**src/rtl/der_pipe_pkg.sv**
```systemverilog
// Shared types and helpers for the derivative pipeline sequencing controller.
package der_pipe_pkg;

    typedef enum logic [2:0] {IDLE, PRIME, RUN, DRAIN, DONE} ctrl_state_t;

    typedef struct packed {
        logic valid;
        logic sof;
        logic eol;
        logic border;
    } tok_side_t;

    // True when the pixel lies within the kernel half-width of any frame edge.
    function automatic logic is_border(input int unsigned col, input int unsigned row,
                                       input int unsigned fw, input int unsigned fh,
                                       input int unsigned kw);
        int unsigned half;
        half = kw / 2;
        return (col < half) || (col >= fw - half) || (row < half) || (row >= fh - half);
    endfunction

endpackage

```
**src/rtl/der_pipe_ctrl_en_delay_line.sv**
```systemverilog
// Enable-gated shift register with synchronous clear; tracks tokens through the datapath.
module en_delay_line #(
    parameter int DEPTH = 3,
    parameter int WIDTH = 4
) (
    input  logic             clk,
    input  logic             rst,
    input  logic             clr,
    input  logic             en,
    input  logic [WIDTH-1:0] din,
    output logic [WIDTH-1:0] dout
);

    logic [DEPTH-1:0][WIDTH-1:0] stage_q, stage_d;

    always_comb begin
        stage_d = stage_q;
        if (clr) begin
            stage_d = '0;
        end else if (en) begin
            stage_d[0] = din;
            for (int i = 1; i < DEPTH; i++) stage_d[i] = stage_q[i-1];
        end
    end

    always_ff @(posedge clk) begin
        if (rst) stage_q <= '0;
        else     stage_q <= stage_d;
    end

    assign dout = stage_q[DEPTH-1];

endmodule

```
**src/rtl/der_pipe_ctrl.sv**
```systemverilog
// Sequencing controller for the derivative datapath: priming, run, drain and done.
// Optional stall/starve statistics outputs are enabled with DER_PIPE_CTRL_STATS_EN.
module der_pipe_ctrl
    import der_pipe_pkg::*;
#(
    parameter int FRAME_WIDTH    = 1024,
    parameter int FRAME_HEIGHT   = 768,
    parameter int KERNEL_WIDTH   = 5,
    parameter int PIPE_LATENCY   = 3,
    parameter int PRIME_FRAMES   = 6,
    parameter int FRAME_CNT_BITS = 16
) (
    input  logic                      clk,
    input  logic                      rst,
    input  logic                      start,
    input  logic [FRAME_CNT_BITS-1:0] num_frames,
    input  logic                      in_valid,
    output logic                      in_ready,
    input  logic                      out_ready,
    output logic                      der_en,
    output logic                      out_valid,
    output logic                      out_sof,
    output logic                      out_eol,
    output logic                      out_border,
    output logic [FRAME_CNT_BITS-1:0] frame_idx,
    output logic                      busy,
    output logic                      done
`ifdef DER_PIPE_CTRL_STATS_EN
    ,
    output logic [31:0]               stall_cycles,
    output logic [31:0]               starve_cycles
`endif
);

    localparam int COL_W = (FRAME_WIDTH  > 1) ? $clog2(FRAME_WIDTH)  : 1;
    localparam int ROW_W = (FRAME_HEIGHT > 1) ? $clog2(FRAME_HEIGHT) : 1;
    localparam int DRN_W = $clog2(PIPE_LATENCY + 1);

    ctrl_state_t               state_q, state_d;
    logic [COL_W-1:0]          col_q, col_d;
    logic [ROW_W-1:0]          row_q, row_d;
    logic [FRAME_CNT_BITS-1:0] frame_q, frame_d;
    logic [FRAME_CNT_BITS-1:0] nframes_q, nframes_d;
    logic [DRN_W-1:0]          drain_q, drain_d;

    logic      start_acc, accept, last_col, last_pix, seq_end, prime_end;
    tok_side_t tok_in, tok_out;

    always_comb begin
        state_d   = state_q;
        col_d     = col_q;
        row_d     = row_q;
        frame_d   = frame_q;
        nframes_d = nframes_q;
        drain_d   = drain_q;
        in_ready  = 1'b0;
        der_en    = 1'b0;
        start_acc = 1'b0;
        tok_in    = '0;

        last_col  = (col_q == COL_W'(FRAME_WIDTH - 1));
        last_pix  = last_col && (row_q == ROW_W'(FRAME_HEIGHT - 1));
        seq_end   = last_pix && (frame_q == nframes_q - FRAME_CNT_BITS'(1));
        prime_end = last_pix && (frame_q == FRAME_CNT_BITS'(PRIME_FRAMES - 1));

        tok_in.sof    = (col_q == '0) && (row_q == '0);
        tok_in.eol    = last_col;
        tok_in.border = is_border(32'(col_q), 32'(row_q), FRAME_WIDTH, FRAME_HEIGHT, KERNEL_WIDTH);

        case (state_q)
            IDLE: begin
                tok_in = '0;
                if (start) begin
                    start_acc = 1'b1;
                    nframes_d = num_frames;
                    col_d     = '0;
                    row_d     = '0;
                    frame_d   = '0;
                    drain_d   = '0;
                    state_d   = (num_frames == '0) ? DONE : PRIME;
                end
            end
            PRIME: begin
                in_ready = 1'b1;
                der_en   = in_valid;
                // Short sequences end inside priming and skip RUN entirely.
                if (in_valid && seq_end)        state_d = DRAIN;
                else if (in_valid && prime_end) state_d = RUN;
            end
            RUN: begin
                in_ready     = out_ready;
                der_en       = in_valid && out_ready;
                tok_in.valid = 1'b1;
                if (der_en && seq_end) state_d = DRAIN;
            end
            DRAIN: begin
                tok_in = '0;
                der_en = out_ready;
                if (out_ready) begin
                    drain_d = drain_q + DRN_W'(1);
                    if (drain_q == DRN_W'(PIPE_LATENCY - 1)) state_d = DONE;
                end
            end
            DONE: begin
                tok_in  = '0;
                state_d = IDLE;
            end
            default: state_d = IDLE;
        endcase

        accept = in_valid && in_ready;
        if (accept) begin
            if (last_col) begin
                col_d = '0;
                if (row_q == ROW_W'(FRAME_HEIGHT - 1)) begin
                    row_d   = '0;
                    frame_d = frame_q + FRAME_CNT_BITS'(1);
                end else begin
                    row_d = row_q + ROW_W'(1);
                end
            end else begin
                col_d = col_q + COL_W'(1);
            end
        end
    end

    always_ff @(posedge clk) begin
        if (rst) begin
            state_q   <= IDLE;
            col_q     <= '0;
            row_q     <= '0;
            frame_q   <= '0;
            nframes_q <= '0;
            drain_q   <= '0;
        end else begin
            state_q   <= state_d;
            col_q     <= col_d;
            row_q     <= row_d;
            frame_q   <= frame_d;
            nframes_q <= nframes_d;
            drain_q   <= drain_d;
        end
    end

    en_delay_line #(
        .DEPTH(PIPE_LATENCY),
        .WIDTH($bits(tok_side_t))
    ) u_side_dly (
        .clk (clk),
        .rst (rst),
        .clr (start_acc),
        .en  (der_en),
        .din (tok_in),
        .dout(tok_out)
    );

    assign out_valid  = tok_out.valid;
    assign out_sof    = tok_out.valid && tok_out.sof;
    assign out_eol    = tok_out.valid && tok_out.eol;
    assign out_border = tok_out.valid && tok_out.border;
    assign frame_idx  = frame_q;
    assign busy       = (state_q != IDLE);
    assign done       = (state_q == DONE);

`ifdef DER_PIPE_CTRL_STATS_EN
    logic [31:0] stall_q, stall_d, starve_q, starve_d;

    always_comb begin
        stall_d  = stall_q;
        starve_d = starve_q;
        if (start_acc) begin
            stall_d  = '0;
            starve_d = '0;
        end else if (state_q == RUN) begin
            if (in_valid && !out_ready && (stall_q != '1)) stall_d  = stall_q + 32'd1;
            if (!in_valid && (starve_q != '1))             starve_d = starve_q + 32'd1;
        end
    end

    always_ff @(posedge clk) begin
        if (rst) begin
            stall_q  <= '0;
            starve_q <= '0;
        end else begin
            stall_q  <= stall_d;
            starve_q <= starve_d;
        end
    end

    assign stall_cycles  = stall_q;
    assign starve_cycles = starve_q;
`endif

endmodule

```
**config.mk**
```make
export PLATFORM = sky130hd
export DESIGN_NAME = der_pipe_ctrl
export DESIGN_NICKNAME = d
export VERILOG_FILES = /design/src/rtl/der_pipe_pkg.sv /design/src/rtl/der_pipe_ctrl_en_delay_line.sv /design/src/rtl/der_pipe_ctrl.sv
export SDC_FILE = /design/constraint.sdc
export NUM_CORES = 1
export LEC_CHECK = 0
export ABC_CLOCK_PERIOD_IN_PS = 3600
export CAP_MARGIN = 20
export CORE_MARGIN = 1
export CORE_UTILIZATION = 47
export DETAILED_ROUTE_END_ITERATION = 16
export GPL_TIMING_DRIVEN = 0
export PLACE_DENSITY = 0.78
export SLEW_MARGIN = 20
export SYNTH_ARGS = -nofsm -noshare
export SYNTH_HDL_FRONTEND = slang
export SYNTH_SLANG_ARGS = --single-unit
```
**constraint.sdc**
```tcl
create_clock -name clk -period 3.6 [get_ports clk]
set_clock_uncertainty 0.1 [all_clocks]
set_input_delay 0.54 -clock clk [delete_from_list [all_inputs] [get_ports clk]]
set_output_delay 0.54 -clock clk [all_outputs]
set_load 0.05 [all_outputs]
```
Word level (Yosys, flattened, before mapping) --
Index checks and enable logic that the tools add are counted.
Operators by class: equal/unequal tests 14, add/sub/neg operators 5, reduce and logical (&&, ||, !) cells 29, div/mod/pow operators 0, shifts and indexed selects 0, bitwise operators 0, multiplexer cells 31, multiply operators 0, order comparisons 4
Operators by type and width (count):
- 2-to-1 mux 10 bit | 9
- 2-to-1 mux 16 bit | 5
- 2-to-1 mux 3 bit | 8
- adder 10 x 1 -> 10 bit, second input constant | 2
- equality test 10 bit, second input constant | 2
- >= comparator 10 bit, second input constant | 2
- zero test 10 bit | 2
- < comparator 10 x 2 -> 1 bit, second input constant | 2
- adder 16 x 1 -> 16 bit, second input constant | 1
- equality test 16 bit | 1
- equality test 16 x 3 -> 1 bit, second input constant | 1
- zero test 16 bit | 1
- subtractor 16 x 1 -> 16 bit, second input constant | 1
- logical AND 1 bit | 12
- one-hot mux 3 bit (4 select lines) | 1
- inequality test 2 bit, second input constant | 4
- equality test 3 x 2 -> 1 bit, second input constant | 2
- nonzero test 2 bit | 3
- AND reduction 5 bit | 1
- 2-to-1 mux 2 bit | 2
- one-hot mux 2 bit (2 select lines) | 1
- AND reduction 2 bit | 2
- equality test 3 x 1 -> 1 bit, second input constant | 1
- equality test 3 bit, second input constant | 1
- 12 further kinds | 16
Storage, ports and cells: memory bits (read-only) 0, bits in writable memories 0, logic and storage cells 92, flip-flop bits (word level) 69, output and inout port bits 24, latch bits 0, input bits 21, memories 0

Longest topological paths before layout --
Gate-level depths: netlist of the first run.
depth in word-level cells 7, gate-level depth with buffers 11, depth with buffers taken out 9

Modules after synthesis --
A second synthesis of the first run with hierarchy kept.
Second synthesis, totals: cell total of the unflattened synthesis 513, area, all modules 3991.3 µm²
Modules (own cells, without submodules):
- der_pipe_ctrl | cells an instance 470, seq. area each 1141.1 µm², times used 1, area each 3533.4 µm²
- en_delay_line | cells an instance 43, seq. area each 240.2 µm², times used 1, area each 457.9 µm²

Worst setup path before layout of the first run --
No wires, ideal clock.
path type flip-flop to flip-flop, start point reg nframes_q[0], end point reg state_q[0], period minus slack after synthesis 2.737 ns, cell stages (with the launch flop) 12, setup slack 0.863 ns, setup time 0.131 ns, buffers on the path 2, arrival time 2.506 ns, required time 3.369 ns, path through dfxtp_1 -> clkbuf_1 -> inv_1 -> ha_1 -> clkbuf_1 -> o21ba_1 -> a221o_1 -> a21oi_1 -> nand4b_4 -> a2111o_1 -> a31oi_1 -> o311ai_1
Between the ends: longest elaborated chain between the ends 6, elaborated cells on any way between the ends 10, those cells by class 1 x add/sub; 3 x eq/ne; 2 x mux; 4 x reduce/logical
Ends and longest elaborated chain:
- start, declared | line der_pipe_ctrl.sv:43 | logic [FRAME_CNT_BITS-1:0] nframes_q, nframes_d;
- start signal, assigned | line der_pipe_ctrl.sv:140 | nframes_q <= nframes_d;
- subtractor 16 x 1 -> 16 bit (*) | line der_pipe_ctrl.sv:63 | seq_end = last_pix && (frame_q == nframes_q - FRAME_CNT_BITS'(1));
- equality test 16 bit (*) | line der_pipe_ctrl.sv:63
- logical AND 1 bit (*) | line der_pipe_ctrl.sv:63
- logical AND 1 bit (on tied branches) | line der_pipe_ctrl.sv:87, der_pipe_ctrl.sv:94
- inequality test 3 bit (no source line), or another cell as far along
- AND reduction 5 bit (no source line) or one-hot mux 3 bit (4 select lines) (tied branches)
- end signal, assigned | line der_pipe_ctrl.sv:136 | state_q <= state_d;
- end, declared | line der_pipe_ctrl.sv:39 | ctrl_state_t state_q, state_d;
Every way passes the cells marked *; elsewhere a longest branch is shown, timed or not. A chain may end at the register's enable or synchronous reset.

Worst setup path after layout of the first run --
start point in out_ready, end point out der_en
Between the ends: longest elaborated chain between the ends 2
Ends and longest elaborated chain:
- start, declared | line der_pipe_ctrl.sv:19 | input logic out_ready,
- logical AND 1 bit | line der_pipe_ctrl.sv:92 | der_en = in_valid && out_ready;
- one-hot mux 1 bit (3 select lines) (*) | line der_pipe_ctrl.sv:70 | case (state_q)
- end, declared | line der_pipe_ctrl.sv:20 | output logic der_en,
Marked as above.

==> impl_metrics.sql, run 1 <==
INSERT INTO impl_metrics (metric_group, metric, value, unit) VALUES
('status', 'outcome', 'completed', ''),
('placed_design', 'dpl_worst_slack', '-0.0282', 'ns'),
('routing', 'final_antenna_net_count', '0', ''),
('synthesis', 'syn-num-nets', '562', ''),
('sta', 'fmax', '296', 'MHz'),
('routing', 'route.top_layer_used', 'met4', ''),
('routing', 'wl_met3', '561', 'um'),
('synthesis', 'synth_area_per_cell', '7.54', 'sq um'),
('sta', 'final.setup.tns', '0', 'ns'),
('power', 'fraction_of_power_consumed_by_combinational_cells', '20.3', '%'),
('finish', 'final_layout_size_suffix_gt1_share', '5.07', '%'),
('finish', 'finalNetCount', '616', ''),
('global_routing', 'global_route.overflow_total', '0', ''),
('critical_path', 'worst_ep_arrival_time', '2.74', 'ns'),
('clock_tree', 'cts.root.buffer_cell', 'clkbuf_8', ''),
('synthesis', 'ys_seq_area_share', '34.4', '%'),
('sta', 'final_count_of_hold_timing_violations', '0', ''),
('synthesis', 'syn-cell-area', '0.00402', 'sq mm'),
('global_routing', 'global_route_wire_length_before_repair', '17500', 'um'),
('routing', 'drt_first_iter_violations', '256', ''),
('synthesis', 'synth_warnings', '0', ''),
('synthesis', 'number_of_flops_mapped_to_enable_cells_by_yosys', '0', ''),
('power', 'power.density', '366', 'mW/mm^2'),
('power', 'power', '1.74', 'mW'),
('placed_design', 'sum_of_net_half_perimeters_after_detailed_placement', '7830', 'um'),
('sta', 'final_min_period_over_clock_period', '93.9', '%'),
('sta', 'slew_viol_final', '0', ''),
('critical_path', 'biggest_fanout_along_the_worst_timing_path', '9', ''),
('die', 'ios', '45', ''),
('global_routing', 'antenna_found_initial', '0', ''),
('critical_path', 'reg2reg_slack', '0.48', 'ns'),
('synthesis', 'synth_cell_type_count', '63', ''),
('clock_tree', 'clkTransAtPathRegs', '0.07', 'ns'),
('job', 'cap_viol_max_count', '0', ''),
('clock_tree', 'cts.path.max_buffers', '2', ''),
('global_routing', 'grt_util_all_layers', '24.9', '%'),
('routing', 'wl_met2', '5290', 'um'),
('die', 'std_cell_rows', '33', ''),
('synthesis', 'synth_instances', '533', ''),
('die', 'design.core.area', '0.00826', 'sq mm'),
('routing', 'route.layer.met1.wl', '4600', 'um'),
('clock_tree', 'clk-insertion-delay-late', '0.34', 'ns'),
('power', 'p_clk_share', '33.4', '%'),
('power', 'cellInternalPower', '1.20', 'mW'),
('synthesis', 'yosys_most_used_dff', 'dfxtp_1', ''),
('routing', 'routed_wirelength', '10700', 'um'),
('sta', 'headroom_to_the_max_slew_limit', '55.7', '%'),
('die', 'die_height', '94.5', 'um'),
('finish', 'n_antenna_cell', '0', ''),
('power', 'swShare', '31.2', '%'),
('routing', 'wire_per_inst', '15.4', 'um'),
('routing', 'drc_viols', '0', ''),
('clock_tree', 'cts_tree', 'yes', ''),
('die', 'die_w', '94.5', 'um'),
('finish', 'utilization', '57.6', '%'),
('critical_path', 'cp.required', '2.96', 'ns'),
('power', 'netSwitchingPower', '0.543', 'mW'),
('sta', 'setup_repair_after_global_routing_missed_its_margin', 'no', ''),
('sta', 'minimum_clock_period', '3.38', 'ns'),
('clock_tree', 'cts_buffers', '9', ''),
('sta', 'max_slew.worst_pin.slew', '0.661', 'ns'),
('clock_tree', 'numClockSinks', '69', ''),
('global_routing', 'pin_count_of_the_biggest_net_entering_global_routing', '12', ''),
('power', 'max-vdd-ir-drop', '252', 'uV'),
('sta', 'timing.final.ws_setup', '0.221', 'ns'),
('power', 'p_leak', '1.66', 'nW'),
('global_routing', 'grt_pass1_vias', '3832', ''),
('die', 'start_util', '48.7', '%'),
('die', 'area_enclosed_by_the_die_boundary', '0.00893', 'sq mm'),
('sta', 'setup_viol', '0', ''),
('synthesis', 'ys_async_sr_fraction', '0', '%'),
('critical_path', 'setup.worst_path.class', 'in -> out', ''),
('routing', 'routed_via_density', '5.89', ''),
('routing', 'drt_first_pass_iters', '5', ''),
('power', 'power.share.sequential', '46.4', '%'),
('placed_design', 'gp_routability_congestion', '0.930', ''),
('critical_path', 'crit_path_end_kind', 'primary output', ''),
('routing', 'dr_total_vias', '4105', ''),
('clock_tree', 'post-cts-setup-buffer-count', '0', ''),
('clock_tree', 'cts-htree-levels', '3', ''),
('finish', 'syn2layout_area_growth', '18.4', '%'),
('synthesis', 'yosys_register_bits', '69', ''),
('worst_hold_path', 'holdCritPathClass', 'reg -> reg', ''),
('placed_design', 'place.port_buffers', '43', ''),
('critical_path', 'startpoint_type', 'primary input', '');
==> worst max-delay path, cell delays in order <==
cell and delay, ns:
clkdlybuf4s50_1 0.64, and3b_1 0.26, o211a_1 0.14, clkbuf_1 0.31, a31oi_1 0.13, inv_2 0.18, dlygate4sd2_1 0.54
==> registers in the layout (all words and copies together) (netlist names) <==
signal              count
col_q                  10
drain_q                 2
frame_idx              16
nframes_q              16
row_q                  10
state_q                 3
u_side_dly.dout         4
u_side_dly.stage_q      8
==> per-layer routing <==
| metal | global-route usage (%) | up-vias |
|---|---|---|
| li1 | - | 2019 |
| met1 | 29.4 | 1918 |
| met2 | 44.2 | 140 |
| met3 | 4.51 | 28 |
| met4 | 10.6 | 0 |
| met5 | 0 | - |
==> per-stage QoR <==
stage / hold slack (ns) / std cells / cell area [sq um]
global placement: 0.338 / 681 / 4580
global route: 0.371 / 697 / 4760
CTS: 0.354 / 697 / 4760
floorplan: 0.327 / 533 / 4020
detailed placement: 0.344 / 681 / 4580
finish: 0.354 / 697 / 4760
==> repair_timing <==
| item | in CTS | in global routing |
|---|---|---|
| hold buffers | 0 | 0 |
| resized for setup | 1 | 0 |
| setup endpoints to repair | 1 | 0 |
==> placed cells by master (no fill, tap or decap), drive strengths merged, types with 17 or more instances in the layout <==
cell and instances:
nor4 19, clkdlybuf4s50 42, nor3 17, nand3 27
o21ai 21, nor2 59, dfxtp 69, nand2 82
clkbuf 33, a21oi 50
==> cells in the mapped netlist, types with 2 or more instances <==
| cell | n | area, sq um |
|---|---|---|
| and2_1 | 4 | 25.0 |
| inv_1 | 15 | 56.3 |
| ha_1 | 8 | 100 |
| and3_1 | 9 | 56.3 |
| or4_1 | 4 | 30.0 |
| o311ai_1 | 2 | 17.5 |
| a211oi_1 | 5 | 37.5 |
| nand3b_1 | 5 | 37.5 |
| xor2_1 | 15 | 131 |
| buf_6 | 2 | 22.5 |
| a21oi_1 | 50 | 250 |
| o21ai_0 | 18 | 90.1 |
| nor2b_1 | 3 | 18.8 |
| buf_1 | 2 | 7.51 |
| nand3_1 | 27 | 135 |
| buf_2 | 3 | 15.0 |
| o211ai_1 | 5 | 37.5 |
| nor3b_1 | 4 | 30.0 |
| or2_1 | 2 | 12.5 |
| a22oi_1 | 2 | 15.0 |
| nand4_1 | 11 | 68.8 |
| nand2b_1 | 3 | 18.8 |
| a21o_1 | 2 | 15.0 |
| xnor2_1 | 8 | 70.1 |
| nor3_1 | 15 | 75.1 |
| a2111oi_0 | 2 | 17.5 |
| a31oi_1 | 12 | 75.1 |
| o21ai_1 | 3 | 15.0 |
| nand2_1 | 82 | 308 |
| nor4_1 | 17 | 106 |
| dfxtp_1 | 69 | 1380 |
| a311oi_1 | 2 | 17.5 |
| or3_1 | 7 | 43.8 |
| clkbuf_1 | 21 | 78.8 |
| nor2_1 | 59 | 221 |
| nor4_4 | 2 | 42.5 |
| mux2_1 | 7 | 78.8 |
==> final timing paths <==
check,end,cells past startpoint,start
worst max-delay path,der_en,7,out_ready
worst min-delay path,u_side_dly.dout[0]$_SDFFE_PP0P_,2,u_side_dly.dout[0]$_SDFFE_PP0P_
worst max register to register,state_q[1]$_SDFFE_PP0P_,11,nframes_q[0]$_SDFFE_PP0P_
worst min register to register,u_side_dly.dout[0]$_SDFFE_PP0P_,2,u_side_dly.dout[0]$_SDFFE_PP0P_
==> area by class of cell <==
type                    count  area, sq um
flip-flops and latches     69         1380
well taps                 105          131
multi-input cells         420         2450
fillers                   775         3500
plain buffers              28          124
inverters                  16         60.1
clock buffers              12          155
clock inverters             4         22.5
repair buffers             43          429
==> logic make-up after synthesis <==
kind of cell	share of synthesized area [%]
xor gates and xnor gates	5.01
AOI/OAI and AO/OA	18.0
and+or+nand+nor	33.4
buffers and inverters	4.58
adders and majority gates	2.49
muxes	2.21
DFF	34.4
==> power by group through the flow <==
stage / sequential, mW / combinational, mW / clock [mW]
2_1_floorplan: 0.818 / 0.252 / 0
3_3_place_gp: 0.824 / 0.339 / 0
3_5_place_dp: 0.825 / 0.350 / 0
4_1_cts: 0.808 / 0.351 / 0.589
5_1_grt: 0.810 / 0.391 / 0.618
6_report: 0.808 / 0.353 / 0.581
Note: power is estimated with default switching activity, not from simulation.
==> inputs of run 2 (changes only) <==
--- a/config.mk
+++ b/config.mk
@@ -7,11 +7,11 @@
 export LEC_CHECK = 0
 export ABC_CLOCK_PERIOD_IN_PS = 3600
 export CAP_MARGIN = 20
-export CORE_MARGIN = 1
 export CORE_UTILIZATION = 47
 export DETAILED_ROUTE_END_ITERATION = 16
 export GPL_TIMING_DRIVEN = 0
 export PLACE_DENSITY = 0.78
+export RECOVER_POWER = 100
 export SLEW_MARGIN = 20
 export SYNTH_ARGS = -nofsm -noshare
 export SYNTH_HDL_FRONTEND = slang
==> impl_metrics.sql, run 2 (same netlist as run 1, synthesis figures left out) <==
INSERT INTO impl_metrics (metric_group, metric, value, unit) VALUES
('critical_path', 'crit_path_end_kind', 'primary output', ''),
('finish', 'final_layout_size_suffix_gt1_share', '4.73', '%'),
('die', 'die_w', '94.5', 'um'),
('sta', 'final_min_period_over_clock_period', '93.8', '%'),
('finish', 'register_area', '0.00138', 'sq mm'),
('global_routing', 'pin_count_of_the_biggest_net_entering_global_routing', '12', ''),
('sta', 'setup_viol', '0', ''),
('finish', 'n_antenna_cell', '0', ''),
('placed_design', 'gp_routability_congestion', '0.930', ''),
('critical_path', 'crit_buf_inv', '4', ''),
('finish', 'syn2layout_area_growth', '18.2', '%'),
('sta', 'max_slew.worst_pin.slew', '1.15', 'ns'),
('routing', 'routed_via_density', '5.87', ''),
('sta', 'final.setup.tns', '0', 'ns'),
('worst_hold_path', 'holdCritPathClass', 'reg -> reg', ''),
('finish', 'multiInputGateArea', '0.00245', 'sq mm'),
('critical_path', 'biggest_fanout_along_the_worst_timing_path', '9', ''),
('global_routing', 'grt_pass1_vias', '3832', ''),
('die', 'die_height', '94.5', 'um'),
('critical_path', 'timing.rr.end', 'frame_idx[6]$_SDFF_PP0_', ''),
('critical_path', 'slowest_stage_cell_on_the_critical_path', 'clkdlybuf4s50_1', ''),
('sta', 'fmax', '296', 'MHz'),
('critical_path', 'worst_ep_arrival_time', '2.74', 'ns'),
('routing', 'drc_viols', '0', ''),
('clock_tree', 'cts.root.buffer_cell', 'clkbuf_8', ''),
('clock_tree', 'cts_tree', 'yes', ''),
('routing', 'drt_first_pass_iters', '4', ''),
('routing', 'drt_first_iter_violations', '254', ''),
('clock_tree', 'numClockSinks', '69', ''),
('sta', 'headroom_to_the_max_slew_limit', '23.0', '%'),
('die', 'area_enclosed_by_the_die_boundary', '0.00893', 'sq mm'),
('global_routing', 'antenna_found_initial', '0', ''),
('sta', 'slew_viol_final', '0', ''),
('routing', 'wire_per_inst', '15.4', 'um'),
('routing', 'final_antenna_net_count', '0', ''),
('critical_path', 'crit_family', 'buffers and inverters', ''),
('clock_tree', 'cts-htree-levels', '3', ''),
('sta', 'hold-worst-slack', '0.354', 'ns'),
('finish', 'fillCellCount', '776', ''),
('clock_tree', 'post-cts-setup-buffer-count', '0', ''),
('placed_design', 'place.port_buffers', '43', ''),
('critical_path', 'reg2reg_slack', '0.41', 'ns'),
('critical_path', 'timing.rr.start', 'state_q[0]$_SDFFE_PP0P_', ''),
('worst_hold_path', 'worst_hold_path_startpoint', 'u_side_dly.dout[0]$_SDFFE_PP0P_', ''),
('finish', 'non_filler_instance_count_after_layout', '697', ''),
('critical_path', 'startpoint_type', 'primary input', ''),
('power', 'max-vdd-ir-drop', '249', 'uV'),
('routing', 'routed_wirelength', '10700', 'um'),
('power', 'p_leak', '1.74', 'nW'),
('clock_tree', 'cts.path.max_buffers', '2', ''),
('status', 'outcome', 'completed', ''),
('critical_path', 'reg2regPathDepth', '9', ''),
('clock_tree', 'clk-insertion-delay-late', '0.34', 'ns'),
('worst_hold_path', 'timing.hold.worst_path_depth', '2', ''),
('die', 'start_util', '48.7', '%'),
('die', 'design.core.area', '0.00826', 'sq mm'),
('global_routing', 'global_route.overflow_total', '0', ''),
('placed_design', 'placed_cells', '681', ''),
('die', 'std_cell_rows', '33', ''),
('die', 'ios', '45', ''),
('power', 'power.density', '365', 'mW/mm^2'),
('sta', 'minimum_clock_period', '3.38', 'ns'),
('clock_tree', 'clkTransAtPathRegs', '0.07', 'ns'),
('critical_path', 'setup.worst_path.class', 'in -> out', ''),
('routing', 'dr_total_vias', '4093', ''),
('sta', 'setup_repair_after_global_routing_missed_its_margin', 'no', ''),
('finish', 'finalNetCount', '616', ''),
('finish', 'mostFrequentLayoutCells', 'nand2_1 (82), dfxtp_1 (69), nor2_1 (59)', ''),
('critical_path', 'path_cells', 'clkdlybuf4s50_1 -> and3b_1 -> o211a_1 -> clkbuf_1 -> a31oi_1 -> inv_2 -> dlygate4sd2_1', ''),
('worst_hold_path', 'timing.hold.worst_endpoint', 'u_side_dly.dout[0]$_SDFFE_PP0P_', ''),
('placed_design', 'sum_of_net_half_perimeters_after_detailed_placement', '7830', 'um'),
('sta', 'final_count_of_hold_timing_violations', '0', ''),
('job', 'cap_viol_max_count', '0', ''),
('critical_path', 'critical_path.max_stage_delay', '0.64', 'ns'),
('clock_tree', 'cts_buffers', '9', ''),
('finish', 'layout_commonest_cell', 'nand2_1', ''),
('global_routing', 'global_route_wire_length_before_repair', '17500', 'um'),
('global_routing', 'grt_util_all_layers', '24.9', '%'),
('critical_path', 'cp.required', '2.96', 'ns');
## run 2: cell count changes in the layout (fill, tap and decap cells not counted), moves of 2 or more
cell | before | now
clkdlybuf4s50_1 | 42 | 18
dlygate4sd3_1 | 0 | 24
clkbuf_1 | 22 | 24
o311ai_0 | 0 | 2
o311ai_1 | 2 | 0
## run 2: per-stage QoR
stage                     utilization (%)  instance area [sq um]  setup slack [ns]  total power, mW
after floorplan                         -                   4020             0.863             1.07
after global placement               55.5                   4580           -0.0257             1.16
after detailed placement             55.5                   4580           -0.0282             1.18
after CTS                            57.6                   4760             0.241             1.75
after global routing                 57.5                   4750            0.0486             1.82
final                                57.5                   4750             0.224             1.74
## run 2: final cells by class
class | instances | share of cell area, %
multi-input cells | 420 | 51.6
clock inverters | 4 | 0.474
inverters | 16 | 1.26
flip-flops and latches | 69 | 29.1
plain buffers | 28 | 2.58
clock buffers | 12 | 3.26
well taps | 105 | 2.76
repair buffers | 43 | 9.03
## run 2: routing by layer
layer  track usage [%]  wire length (um)
met1              29.4              4660
met2              44.2              5280
met3              4.51               500
met4              10.6               281
met5                 0                 0
## run 2: how the worst max path moves through the flow
stage,startpoint,endpoint,slack [ns],cells after the start
3_5_place_dp,out_ready,der_en,-0.03,7
6_report,out_ready,der_en,0.22,7
4_1_cts,out_ready,der_en,0.24,7
2_1_floorplan,nframes_q[0]$_SDFFE_PP0P_,state_q[0]$_SDFFE_PP0P_,0.86,11
3_3_place_gp,out_ready,der_en,-0.03,7
5_1_grt,out_ready,frame_idx[12]$_SDFF_PP0_,0.05,9
## run 2: repair_timing
action                                  CTS  global route
endpoints found under the setup margin    1             0
hold endpoints to repair                  0             0
resized for setup                         1             0
hold buffers                              0             0
## run 2: report_power, final
part / internal [mW] / switching (mW) / total, mW
Sequential: 0.782 / 0.0255 / 0.808
Clock: 0.284 / 0.294 / 0.578
Combinational: 0.129 / 0.221 / 0.350
## run 2: worst min-delay path: cells and delay by family (launching register included)
| family | cells | cell delay, ns |
|---|---|---|
| AND/OR/NAND/NOR | 1 | 0.05 |
| AO/OA/AOI/OAI | 1 | 0.05 |
| flip-flops | 1 | 0.31 |
==> RTL edit (config.mk and constraints of run 1) <==
Build with the macro `DER_PIPE_CTRL_STATS_EN` defined.
--- a/src/rtl/der_pipe_ctrl.sv
+++ b/src/rtl/der_pipe_ctrl.sv
@@ -1,5 +1,7 @@
 // Sequencing controller for the derivative datapath: priming, run, drain and done.
 // Optional stall/starve statistics outputs are enabled with DER_PIPE_CTRL_STATS_EN.
+`define DER_PIPE_CTRL_STATS_EN
+
 module der_pipe_ctrl
     import der_pipe_pkg::*;
 #(
Behaviour (old outputs only; new: stall_cycles and starve_cycles): unchanged (Yosys induction, for registers that start in step).
==> RTL edit against run 1 <==
Global-route usage fell by 0.36 points. Worst hold slack got worse by 0.0019 ns. Power increased by 120%. Sequential cell count rose by 64. Via count increased by 68%. Core utilization is 3.9 points higher. Routed wire length up 70%. Worst setup slack improved by 0.028 ns. Area after synthesis increased by 74%. Design area increased by 88%. Critical endpoint unchanged. Highest routed layer unchanged.
==> RTL edit: results (changes against run 1) <==
metric	value	unit	change
outcome	completed		
total power after layout	0.00377	W	+120%
number of nets in the layout	1063		+73%
combinational share of power	10.9	%	-9.4 points
vias in the first global route	6188		+61%
share of post-route cells with drive strength above 1	4.79	%	-0.28 points
count of input and output buffers	107		+150%
final period utilization	93.1	%	-0.78 points
R2R cell count	8		-3
cell with the biggest individual delay on the critical path	sky130_fd_sc_hd__dlygate4sd2_1		
Placed Cells incl. Taps	1197		+76%
largest net degree at the start of global routing	17		+5
endpoint of the lowest-slack register-to-register path	state_q[0]		
min-delay worst type	register to register		
crit-path max cell delay	0.52	ns	-0.12 ns
maximum VDD drop	0.000376	V	+49%
Commonest cells post-synth	sky130_fd_sc_hd__dfxtp_1, sky130_fd_sc_hd__nor2_1, sky130_fd_sc_hd__nand2_1, sky130_fd_sc_hd__a21oi_1, sky130_fd_sc_hd__xnor2_1		
post-place setup slack	0.0551	ns	+0.0833 ns
Data arrival, critical path	2.71	ns	-0.03 ns
Routed WL per cell	14.9	um	-3.4%
sequential power	0.00152	W	+88%
hpwl dp	12.9	mm	+65%
switching share of power	24.4	%	-6.8 points
Synth Net Count	937		+67%
Pleak	2.90	nW	+75%
gate count after technology mapping	906		+70%
final weighted congestion in routability-driven placement	0.860		-7.5%
Power Density	422	nW/um^2	+15%
DP Area	8300	um^2	+81%
Avg Vias per Cell	5.61		-4.7%
number of buffers on the longest clock path	2		unchanged
sequential element share of the synthesized area	38.0	%	+3.7 points
total track usage	24.6	%	-0.36 points
first drt pass iteration count	5		unchanged
Slew @ Worst Pin	0.871	ns	+0.210 ns
DRC marker count from the first detailed-route iteration	532		+110%
clock tree root driver cell	sky130_fd_sc_hd__clkbuf_16		
fill cell count	1308		+69%
total CTS buffers	17		+8
reg-to-reg critical path startpoint	row_q[1]		
insertion delay to the later sink of the worst-skew pair	0.42	ns	+0.08 ns
main area contributors after synthesis	sky130_fd_sc_hd__dfxtp_1, sky130_fd_sc_hd__nor2_1, sky130_fd_sc_hd__xnor2_1		
routed via count	6893		+68%
start point of the critical path	state_q[1]		
Unique masters post-synth	62		-1.6%
first-pass GRT wire length	29.5	mm	+68%
worst setup slack for register-to-register paths	0.37	ns	-0.11 ns
maximum fanout encountered on the critical timing path	10		+1
## RTL edit: cell types whose count changed after synthesis, moves of 13 or more
cell	before	now
sky130_fd_sc_hd__xor2_1	15	28
sky130_fd_sc_hd__clkbuf_1	21	43
sky130_fd_sc_hd__nand2_1	82	105
sky130_fd_sc_hd__nand3_1	27	51
sky130_fd_sc_hd__dfxtp_1	69	133
sky130_fd_sc_hd__nor3_1	15	40
sky130_fd_sc_hd__and4_1	1	16
sky130_fd_sc_hd__nand4_1	11	29
sky130_fd_sc_hd__xnor2_1	8	52
sky130_fd_sc_hd__nor2_1	59	132
## RTL edit: worst min path at each step
stage | end | cells after the start | start | slack, ns
after floorplan | u_side_dly.dout[0] | 2 | u_side_dly.dout[0] | 0.33
after global placement | u_side_dly.dout[0] | 2 | u_side_dly.dout[0] | 0.33
after detailed placement | u_side_dly.stage_q[4] | 2 | u_side_dly.stage_q[4] | 0.34
after CTS | u_side_dly.stage_q[5] | 2 | u_side_dly.stage_q[5] | 0.35
after global routing | u_side_dly.stage_q[5] | 2 | u_side_dly.stage_q[1] | 0.37
final | u_side_dly.stage_q[4] | 2 | u_side_dly.stage_q[4] | 0.35
## RTL edit: cell type report
cell class                      count  area share (%)
Buffer                             52            2.30
Clock buffer                       24            5.84
Clock inverter                      7            1.30
Inverter                           22           0.924
Multi-Input combinational cell    699            45.3
Sequential cell                   133            29.8
Tap cell                          184            2.58
Timing Repair Buffer              107            12.0
## RTL edit: cells by family after synthesis
family	after synthesis	synth area share [%]
compound gates	129	11.3
mux	8	1.25
xor+xnor	80	10.0
flops	133	38.0
simple gates	472	33.5
fa+ha+maj	10	1.79
buf+inv	74	4.11
## RTL edit: metal layers
layer	global-route usage, %	wire (um)
met4	8.11	231
met3	4.81	1130
met2	41.4	8820
met1	31.3	8070
met5	0	0
